==> src/rtl/uart_tx_arbiter_if.sv <==
// Bundle between four byte requesters, the arbiter and the UART TX FIFO.
// slave: arbiter side; master: requester/FIFO side that drives the inputs.
interface uart_tx_arbiter_if;
    logic [3:0]  req_valid;
    logic [31:0] req_data;
    logic [3:0]  req_last;
    logic [3:0]  req_ready;
    logic        tx_full;
    logic        wr_en;
    logic [7:0]  d_out;
    logic [3:0]  grant;
    logic        busy;

    modport slave (
        input  req_valid, req_data, req_last, tx_full,
        output req_ready, wr_en, d_out, grant, busy
    );

    modport master (
        output req_valid, req_data, req_last, tx_full,
        input  req_ready, wr_en, d_out, grant, busy
    );
endinterface

==> src/rtl/uart_tx_arbiter.sv <==
// 4-way round-robin arbiter that streams requester bytes into a UART TX FIFO.
// Ports: clk, reset (sync, active-high), bus (slave: req_*, tx_full, wr_en, d_out, grant, busy).
module uart_tx_arbiter #(
    parameter int unsigned MAX_BURST    = 16,
    parameter int unsigned IDLE_TIMEOUT = 8
) (
    input  logic             clk,
    input  logic             reset,
    uart_tx_arbiter_if.slave bus
);
    localparam logic [7:0] MaxB = 8'(MAX_BURST);
    localparam logic [7:0] Tmo  = 8'(IDLE_TIMEOUT);

    typedef enum logic {IDLE, XFER} state_e;

    state_e     state_q, state_d;
    logic [3:0] grant_q, grant_d;
    logic [1:0] gsel_q, gsel_d;
    logic [1:0] last_q, last_d;
    logic [7:0] byte_q, byte_d;
    logic [7:0] idle_q, idle_d;
    logic [1:0] win, cand;
    logic       win_vld;
    logic       g_valid, g_last;
    logic       xfer, burst_end, timeout;

    always_ff @(posedge clk) begin
        if (reset) begin
            state_q <= IDLE;
            grant_q <= '0;
            gsel_q  <= '0;
            last_q  <= 2'd3;
            byte_q  <= '0;
            idle_q  <= '0;
        end else begin
            state_q <= state_d;
            grant_q <= grant_d;
            gsel_q  <= gsel_d;
            last_q  <= last_d;
            byte_q  <= byte_d;
            idle_q  <= idle_d;
        end
    end

    // Scan from farthest to nearest so the requester right after
    // last_q overwrites any later candidate.
    always_comb begin
        win_vld = 1'b0;
        win     = 2'd0;
        cand    = 2'd0;
        for (int k = 4; k >= 1; k--) begin
            cand = last_q + 2'(k);
            if (bus.req_valid[cand]) begin
                win_vld = 1'b1;
                win     = cand;
            end
        end
    end

    assign g_valid   = bus.req_valid[gsel_q];
    assign g_last    = bus.req_last[gsel_q];
    assign xfer      = (state_q == XFER) && g_valid && !bus.tx_full;
    assign burst_end = xfer && (g_last || (byte_q + 8'd1 == MaxB));
    // A stalled but valid requester clears the counter, so full never times out.
    assign timeout   = !g_valid && (idle_q + 8'd1 == Tmo);

    always_comb begin
        state_d = state_q;
        grant_d = grant_q;
        gsel_d  = gsel_q;
        last_d  = last_q;
        byte_d  = byte_q;
        idle_d  = idle_q;
        unique case (state_q)
            IDLE: begin
                if (win_vld) begin
                    state_d = XFER;
                    gsel_d  = win;
                    grant_d = 4'b0001 << win;
                    byte_d  = '0;
                    idle_d  = '0;
                end
            end
            XFER: begin
                if (xfer) begin
                    byte_d = byte_q + 8'd1;
                end
                idle_d = g_valid ? 8'd0 : idle_q + 8'd1;
                if (burst_end || timeout) begin
                    state_d = IDLE;
                    grant_d = '0;
                    last_d  = gsel_q;
                end
            end
        endcase
    end

    // Outputs are gated by reset so nothing leaks out during the reset cycle.
    always_comb begin
        bus.req_ready = '0;
        bus.wr_en     = 1'b0;
        bus.d_out     = 8'h00;
        bus.busy      = 1'b0;
        if (!reset && state_q == XFER) begin
            bus.busy = 1'b1;
            if (!bus.tx_full) begin
                bus.req_ready = grant_q;
            end
            if (xfer) begin
                bus.wr_en = 1'b1;
                bus.d_out = bus.req_data[{gsel_q, 3'b000} +: 8];
            end
        end
    end

    assign bus.grant = grant_q;
endmodule

==> src/flat_wrapper.sv <==
// flat-port wrapper written by rule: the top's interface ports become plain ports
module uart_tx_arbiter_flat 
#(
    parameter int unsigned MAX_BURST    = 16,
    parameter int unsigned IDLE_TIMEOUT = 8
)
  (clk, reset, bus_req_valid, bus_req_data, bus_req_last, bus_tx_full, bus_req_ready, bus_wr_en, bus_d_out, bus_grant, bus_busy);
  uart_tx_arbiter_if bus_i ();
  input  logic clk;
  input  logic reset;
  input wire logic [$bits(bus_i.req_valid)-1:0] bus_req_valid;
  input wire logic [$bits(bus_i.req_data)-1:0] bus_req_data;
  input wire logic [$bits(bus_i.req_last)-1:0] bus_req_last;
  input wire logic [$bits(bus_i.tx_full)-1:0] bus_tx_full;
  output wire logic [$bits(bus_i.req_ready)-1:0] bus_req_ready;
  output wire logic [$bits(bus_i.wr_en)-1:0] bus_wr_en;
  output wire logic [$bits(bus_i.d_out)-1:0] bus_d_out;
  output wire logic [$bits(bus_i.grant)-1:0] bus_grant;
  output wire logic [$bits(bus_i.busy)-1:0] bus_busy;
  assign bus_i.req_valid = bus_req_valid;
  assign bus_i.req_data = bus_req_data;
  assign bus_i.req_last = bus_req_last;
  assign bus_i.tx_full = bus_tx_full;
  assign bus_req_ready = bus_i.req_ready;
  assign bus_wr_en = bus_i.wr_en;
  assign bus_d_out = bus_i.d_out;
  assign bus_grant = bus_i.grant;
  assign bus_busy = bus_i.busy;
  uart_tx_arbiter #(.MAX_BURST(MAX_BURST), .IDLE_TIMEOUT(IDLE_TIMEOUT)) u_core (.clk(clk), .reset(reset), .bus(bus_i));
endmodule
==> config.mk <==
export PLATFORM = sky130hd
export DESIGN_NAME = uart_tx_arbiter_flat
export DESIGN_NICKNAME = d
export VERILOG_FILES = /design/src/rtl/uart_tx_arbiter_if.sv /design/src/rtl/uart_tx_arbiter.sv /design/src/flat_wrapper.sv
export SDC_FILE = /design/constraint.sdc
export NUM_CORES = 1
export LEC_CHECK = 0
export ABC_AREA = 1
export BUFFER_PORTS_ARGS = -buffer_cell sky130_fd_sc_hd__buf_2
export CAP_MARGIN = 25
export CORE_MARGIN = 2
export CORE_UTILIZATION = 55
export DETAILED_ROUTE_END_ITERATION = 6
export PLACE_DENSITY = 0.88
export SLEW_MARGIN = 20
export SYNTH_ARGS = -nofsm -noshare
export SYNTH_HDL_FRONTEND = slang
export SYNTH_SLANG_ARGS = --single-unit
==> constraint.sdc <==
create_clock -name clk -period 3.8 [get_ports clk]
set_clock_uncertainty 0.1 [all_clocks]
set_input_delay 0.76 -clock clk [delete_from_list [all_inputs] [get_ports clk]]
set_output_delay 0.76 -clock clk [all_outputs]
set_load 0.03 [all_outputs]
==> results of run 1 <==
-- sequential cells by signal, summed over array words and instances (netlist names) --
register / count
u_core.gsel_q: 2
u_core.last_q: 2
u_core.byte_q: 8
u_core.state_q: 1
u_core.bus.grant: 4
u_core.idle_q: 8
-- power groups by stage --
stage	sequential (mW)	combinational, mW	clock, mW
after global placement	0.299	0.189	0
after CTS	0.294	0.193	0.128
after detailed placement	0.300	0.192	0
final	0.294	0.193	0.122
after global routing	0.298	0.219	0.137
after floorplan	0.299	0.145	0
-- layout by cell type, fill, tap and decap left out, drive strengths merged --
cell type	count
a32o	1
inv	32
a211oi	1
a21oi	33
ha	3
xnor2	4
o211ai	2
o21bai	1
buf	60
nand4	1
nor3	5
nand2	80
nor2	60
clkbuf	4
dfxtp	25
xor2	3
o21ai	25
o31ai	2
or2	1
clkinv	1
nand3	20
-- final cells by class --
| class | instances | area [um^2] | share of cell area (%) |
|---|---|---|---|
| Clock buffer | 4 | 26.3 | 1.21 |
| Inverter | 33 | 126 | 5.82 |
| Multi-Input combinational cell | 242 | 1160 | 53.4 |
| Sequential cell | 25 | 500 | 23.1 |
| Tap cell | 46 | 57.6 | 2.65 |
| Timing Repair Buffer | 60 | 300 | 13.8 |
-- metrics by stage --
| step | hold WS [ns] | cells | area (um^2) | total power, mW | util (%) |
|---|---|---|---|---|---|
| finish | 0.390 | 410 | 2170 | 0.609 | 66.1 |
| global route | 0.429 | 410 | 2170 | 0.653 | 66.1 |
| CTS | 0.398 | 410 | 2170 | 0.615 | 66.1 |
| detailed placement | 0.379 | 406 | 2140 | 0.492 | 65.3 |
| global placement | 0.365 | 406 | 2140 | 0.489 | 65.3 |
| floorplan | 0.353 | 310 | 1860 | 0.444 | - |
-- worst max-delay path, stage by stage, from the launching register on --
cell and delay (ns):
dfxtp_1 0.81, a21oi_1 0.12, o21ai_0 0.15, nand2_2 0.14, nor3_4 0.22, inv_1 0.15
nor2_4 0.13, inv_1 0.14, a21oi_1 0.16, buf_2 0.21
-- synthesized netlist by cell type (all sizes together) --
| cell type | n | share of area, % |
|---|---|---|
| nand2 | 80 | 17 |
| clkinv | 1 | 0.20 |
| buf | 5 | 2.8 |
| nor3 | 5 | 2.0 |
| o211ai | 2 | 0.81 |
| nand4 | 1 | 0.34 |
| inv | 32 | 6.6 |
| ha | 3 | 2.0 |
| a32o | 1 | 0.54 |
| clkbuf | 5 | 1.0 |
| or2 | 1 | 0.34 |
| a211oi | 1 | 0.67 |
| o21bai | 1 | 0.40 |
| o31ai | 2 | 0.81 |
| a21oi | 33 | 8.9 |
| nand3 | 20 | 6.2 |
| xnor2 | 4 | 1.9 |
| xor2 | 3 | 1.4 |
| o21ai | 25 | 6.7 |
| dfxtp | 25 | 27 |
| nor2 | 60 | 13 |
-- worst paths after layout --
kind	endpoint	depth (start not counted)	slack (ns)	startpoint
worst max-delay path	bus_d_out[7]	9	0.39	u_core.gsel_q[0]
worst min-delay path	u_core.idle_q[7]	2	0.39	u_core.idle_q[7]
worst max register to register	u_core.bus.grant[2]	10	1.46	u_core.gsel_q[0]
worst min register to register	u_core.idle_q[7]	2	0.39	u_core.idle_q[7]
-- routing by layer --
metal | vias up | global-route usage, %
met5 | - | 0
met4 | 0 | 9.44
met3 | 4 | 3.62
met2 | 41 | 40.1
met1 | 920 | 28.6
li1 | 1102 | -
-- cells by family after synthesis --
logic type,after synthesis
compound gates,65
xor+xnor,7
fa+ha+maj,3
buf+inv,43
flops,25
simple gates,167
==> impl_metrics.yaml, run 1 <==
timing:
  timing.final.max_slew_violations: 0
  period_share_pct: 89.8
  relSlewSlack_pct: 52.5
  setup_tns_ns: 0
  setup_ws_ns: 0.389
  hold_viol_final: 0
  max_freq_mhz: 293
  finalCriticalPeriod_ns: 3.41
  worst_pin_slew_ns: 0.712
  rsz0062_at_grt: "false"
  setup_viol: 0
clock_tree:
  ctsRootBufferMaster: "clkbuf_4"
  path_clk_slew_ns: 0.13
  holdBufCountCts: 0
  cts_buffer_depth: 2
  insertion_delay_ns: 0.32
  cts.sinks: 25
  h-tree-depth: 1
  post_cts_buffers: 0
  cts_tree: "yes"
  cts_repair_resize_count: 0
  cts_buffers: 3
die:
  fp.dieW_um: 62.1
  coreArea_um2: 3280
  ios: 61
  rows: 21
  start_util_pct: 56.5
  die_height_um: 62.1
  die-area_um2: 3860
worst_setup_path:
  cp_max_fo: 24
  crit_required_ns: 2.94
  crit_arrival_ns: 2.55
  critical_path_class: "reg -> out"
  cp-end-kind: "output port"
  crit_path_start_kind: "register"
grt:
  track_usage_pct: 23.1
  grt_start_max_net_pins: 25
  grt_pass1_vias: 1853
  overflow: 0
  grt_pass1_wl_um: 7500
  antenna_found_initial: 0
placed_design:
  gp_routability_congestion: 0.837
  dp_hpwl_um: 3330
  io_buffer_count: 60
  pre_cts_ws_ns: 0.692
route:
  wl_met1_um: 2040
  dr.max_layer_used: "met4"
  drt_first_iter_violations: 150
  wl_met3_um: 216
  first_pass_iters: 4
  met2_length_um: 2040
  drc: 0
  ant_nets: 0
  vias_per_cell: 5.04
  vias: 2067
  routedWlPerCell_um: 10.6
  wl_um: 4350
finish:
  drive_above_1_share_pct: 20.6
  num-fill-cells: 305
  nNetsFinal: 411
  insertedDiodeCount: 0
  synthToLayoutAreaGrowth_pct: 16.8
yosys:
  synth_nets: 356
  synth_top_family_by_area: "simple AND/OR/NAND/NOR gates"
  ys_types: 29
  synth-simple-area-share_pct: 38.2
  synth-xor-area-share_pct: 3.30
  synth_warnings: 0
  ys_seq_area_share_pct: 27.0
  synthMuxAreaShare_pct: 0
  ys_seq_elements: 25
  synthCells: 310
  synth_fa_ha_area_share_pct: 2.02
  avgSynthCellArea_um2: 5.99
  syn_area_um2: 1860
  synth_compound_area_share_pct: 18.9
pwr:
  p_int_mw: 0.384
  p_comb_share_pct: 31.7
  p_seq_share_pct: 48.4
  ir_drop_mv: 0.210
  clkPwrFrac_pct: 20.0
  p_leak_nw: 1.06
  net-switching-power_mw: 0.224
  p_sw_share_pct: 36.9
  power_density_nw_per_um2: 281
flow_run:
  cap_violations: 0
hold_path:
  hp-class: "reg -> reg"
run_status:
  status: "completed"
Power figures use the tool's default switching activity.
==> run 2, diff against run 1 <==
- RECOVER_POWER: unset -> 25
==> impl_metrics.yaml, run 2 (same netlist as run 1, synthesis figures left out) <==
clock_tree:
  cts_buffer_depth: 2
  cts_repair_resize_count: 0
  insertion_delay_ns: 0.32
  ctsRootBufferMaster: "clkbuf_4"
  cts_buffers: 3
  path_clk_slew_ns: 0.13
  cts.sinks: 25
  cts_tree: "yes"
  post_cts_buffers: 0
  holdBufCountCts: 0
  h-tree-depth: 1
die:
  die-area_um2: 3860
  rows: 21
  die_height_um: 62.1
  ios: 61
  coreArea_um2: 3280
  fp.dieW_um: 62.1
  start_util_pct: 56.5
grt:
  track_usage_pct: 23.1
  grt_pass1_vias: 1853
  grt_util_met2_pct: 40.1
  grt.met3_usage_pct: 3.62
  overflow: 0
  global_route.usage.met1_pct: 28.6
  grt_start_max_net_pins: 25
  antenna_found_initial: 0
  grt_pass1_wl_um: 7500
  grt.busiest_layer: "met2"
placed_design:
  io_buffer_count: 60
  gp_routability_congestion: 0.837
  dp_hpwl_um: 3330
pwr:
  clkPwrFrac_pct: 20.1
  p_int_mw: 0.383
  p_seq_share_pct: 48.5
  p_sw_share_pct: 37.0
  power_mw: 0.608
  p_leak_nw: 1.05
  ir_drop_mv: 0.210
  net-switching-power_mw: 0.225
  p_comb_share_pct: 31.4
  power_density_nw_per_um2: 281
finish:
  seq_area_um2: 500
  drive_above_1_share_pct: 19.2
  insertedDiodeCount: 0
  layout_commonest_cell: "nand2_1"
  num-fill-cells: 307
  synthToLayoutAreaGrowth_pct: 16.4
  final_cell_mix: "nand2_1 (78), nor2_1 (57), buf_2 (56)"
  multiInputGateArea_um2: 1160
  nNetsFinal: 411
route:
  wl_um: 4360
  first_pass_iters: 4
  vias: 2065
  routedWlPerCell_um: 10.6
  drc: 0
  ant_nets: 0
  drt_first_iter_violations: 168
  vias_per_cell: 5.04
flow_run:
  cap_violations: 0
timing:
  finalCriticalPeriod_ns: 3.41
  setup_viol: 0
  timing.final.max_slew_violations: 0
  hold_viol_final: 0
  setup_tns_ns: 0
  relSlewSlack_pct: 52.2
  rsz0062_at_grt: "false"
  max_freq_mhz: 293
  worst_pin_slew_ns: 0.715
  period_share_pct: 89.7
run_status:
  status: "completed"
worst_setup_path:
  crit_required_ns: 2.94
  critical_path_class: "reg -> out"
  cp_max_fo: 24
  cp-end-kind: "output port"
  crit_arrival_ns: 2.55
  crit_path_start_kind: "register"
hold_path:
  hp-class: "reg -> reg"
==> run 2: cell types whose count changed in the layout (fill, tap and decap cells not counted), sizes merged <==
| cell | before | now |
|---|---|---|
| buf | 60 | 56 |
| clkbuf | 4 | 8 |
==> run 2: worst paths after layout <==
kind	start	to	slack, ns	cells after the start
max	u_core.gsel_q[0]	bus_d_out[7]	0.39	9
min	u_core.idle_q[7]	u_core.idle_q[7]	0.39	2
max reg2reg	u_core.gsel_q[0]	u_core.bus.grant[2]	1.46	10
min reg2reg	u_core.idle_q[7]	u_core.idle_q[7]	0.39	2
==> run 2: power groups by stage <==
stage	Combinational, mW	Sequential, mW	Clock [mW]
after floorplan	0.145	0.299	0
after global placement	0.189	0.299	0
after detailed placement	0.192	0.300	0
after CTS	0.193	0.294	0.128
after global routing	0.217	0.298	0.137
final	0.191	0.295	0.122
==> run 2: layout make-up <==
class                           count  share of cell area (%)
Multi-Input combinational cell    242                    53.5
Clock buffer                        4                    1.22
Sequential cell                    25                    23.1
Inverter                           33                    5.84
Timing Repair Buffer               60                    13.7
Tap cell                           46                    2.66
==> run 2: worst max-delay path, cell delays in order (launching register included) <==
cell and delay, ns:
dfxtp_1 0.81, a21oi_1 0.12, o21ai_0 0.15, nand2_2 0.14, nor3_4 0.22, inv_1 0.14
nor2_4 0.13, inv_1 0.14, a21oi_1 0.16, buf_2 0.21
==> run 2: per-layer routing <==
metal	part of all wire [%]	wire, um
met4	0.99	43
met1	47	2050
met3	4.6	201
met2	47	2060
met5	0	0
==> run 2: metrics by stage <==
step / setup WS [ns] / hold slack (ns) / utilization, % / std cells / cell area (um^2)
floorplan: 0.603 / 0.353 / - / 310 / 1860
global placement: 0.741 / 0.365 / 65.3 / 406 / 2140
detailed placement: 0.692 / 0.379 / 65.3 / 406 / 2140
CTS: 0.392 / 0.398 / 66.1 / 410 / 2170
global route: 0.0979 / 0.429 / 65.8 / 410 / 2160
finish: 0.390 / 0.390 / 65.8 / 410 / 2160
==> run 3, diff against run 2 <==
- clock period: 3.8 -> 4 ns (I/O delays scaled with it)
==> impl_metrics.yaml, run 3 (same netlist as run 1, synthesis figures left out) <==
run_status:
  status: "completed"
die:
  coreArea_um2: 3280
  fp.dieW_um: 62.1
  die-area_um2: 3860
  rows: 21
  die_height_um: 62.1
  ios: 61
  start_util_pct: 56.5
finish:
  layout_commonest_cell: "nand2_1"
  num-fill-cells: 302
  drive_above_1_share_pct: 19.2
  multiInputGateArea_um2: 1160
  insertedDiodeCount: 0
  final_cell_mix: "nand2_1 (78), nor2_1 (57), buf_2 (56)"
  synthToLayoutAreaGrowth_pct: 16.4
  final_util_pct: 65.8
  nNetsFinal: 411
  seq_area_um2: 500
  final_cells: 410
flow_run:
  cap_violations: 0
timing:
  setup_viol: 0
  finalCriticalPeriod_ns: 3.49
  worst_pin_slew_ns: 0.727
  hold_viol_final: 0
  rsz0062_at_grt: "false"
  period_share_pct: 87.3
  setup_tns_ns: 0
  max_freq_mhz: 286
  relSlewSlack_pct: 51.5
  setup_ws_ns: 0.508
  timing.final.max_slew_violations: 0
route:
  vias_per_cell: 5.11
  drt_first_iter_violations: 172
  ant_nets: 0
  drc: 0
  routedWlPerCell_um: 10.7
  wl_um: 4400
  vias: 2094
  first_pass_iters: 5
clock_tree:
  insertion_delay_ns: 0.33
  cts_tree: "yes"
  ctsRootBufferMaster: "clkbuf_4"
  path_clk_slew_ns: 0.14
  cts_buffers: 3
  holdBufCountCts: 0
  cts_buffer_depth: 2
  h-tree-depth: 1
  cts_repair_resize_count: 0
  cts.sinks: 25
  post_cts_buffers: 0
pwr:
  p_leak_nw: 1.05
  ir_drop_mv: 0.187
  power_density_nw_per_um2: 268
worst_setup_path:
  crit_arrival_ns: 2.59
  cp_max_fo: 24
  reg2reg_slack_ns: 1.64
  cp-end-kind: "output port"
  crit_path_start_kind: "register"
  critical_path_class: "reg -> out"
  crit_required_ns: 3.10
grt:
  overflow: 0
  grt_pass1_vias: 1872
  grt_pass1_wl_um: 7660
  grt_start_max_net_pins: 25
  track_usage_pct: 23.7
  antenna_found_initial: 0
placed_design:
  dp_hpwl_um: 3330
  dpl.cell_count: 406
  io_buffer_count: 60
  gp_routability_congestion: 0.842
  pre_cts_ws_ns: 0.767
hold_path:
  hp-class: "reg -> reg"
run 3: cell counts in the layout (fill, tap and decap cells not counted):
Identical to the previous run, type by type.
run 3: layout make-up:
type / count / area share, %
Sequential cell: 25 / 23.1
Tap cell: 46 / 2.66
Clock buffer: 4 / 1.22
Multi-Input combinational cell: 242 / 53.5
Inverter: 33 / 5.84
Timing Repair Buffer: 60 / 13.7
run 3: stage by stage:
stage / hold slack [ns] / cell area [um^2] / power [mW]
floorplan: 0.353 / 1860 / 0.422
global placement: 0.364 / 2140 / 0.464
detailed placement: 0.376 / 2140 / 0.468
CTS: 0.396 / 2170 / 0.581
global route: 0.414 / 2160 / 0.621
finish: 0.389 / 2160 / 0.579
run 3: final timing paths:
| kind | endpoint | startpoint | cells past startpoint |
|---|---|---|---|
| worst max register to register | u_core.bus.grant[2] | u_core.gsel_q[0] | 10 |
| worst min-delay path | u_core.idle_q[7] | u_core.idle_q[7] | 2 |
| worst max-delay path | bus_d_out[7] | u_core.gsel_q[0] | 9 |
| worst min register to register | u_core.idle_q[7] | u_core.idle_q[7] | 2 |
run 3: report_power, final:
part	leakage, nW	internal [mW]	switching [mW]	total (mW)
clock network	0.0150	0.0392	0.0774	0.117
registers	0.203	0.261	0.0192	0.280
logic	0.828	0.0637	0.119	0.183
total	1.05	0.363	0.216	0.579
run 3: layer usage:
layer | wire (um) | GRT usage (%) | vias to the layer above | share of wire, %
li1 | - | - | 1099 | -
met5 | 0 | 0 | - | 0
met4 | 77 | 10.3 | 0 | 1.7
met3 | 237 | 3.26 | 7 | 5.4
met1 | 2010 | 30.7 | 933 | 46
met2 | 2080 | 39.5 | 55 | 47
run 3: critical path, stage by stage, from the launching register on:
cell     delay, ns
dfxtp_1       0.82
a21oi_1       0.12
o21ai_0       0.17
nand2_2       0.15
nor3_4        0.22
inv_1         0.15
nor2_4        0.12
inv_1         0.14
a21oi_1       0.15
buf_2         0.22
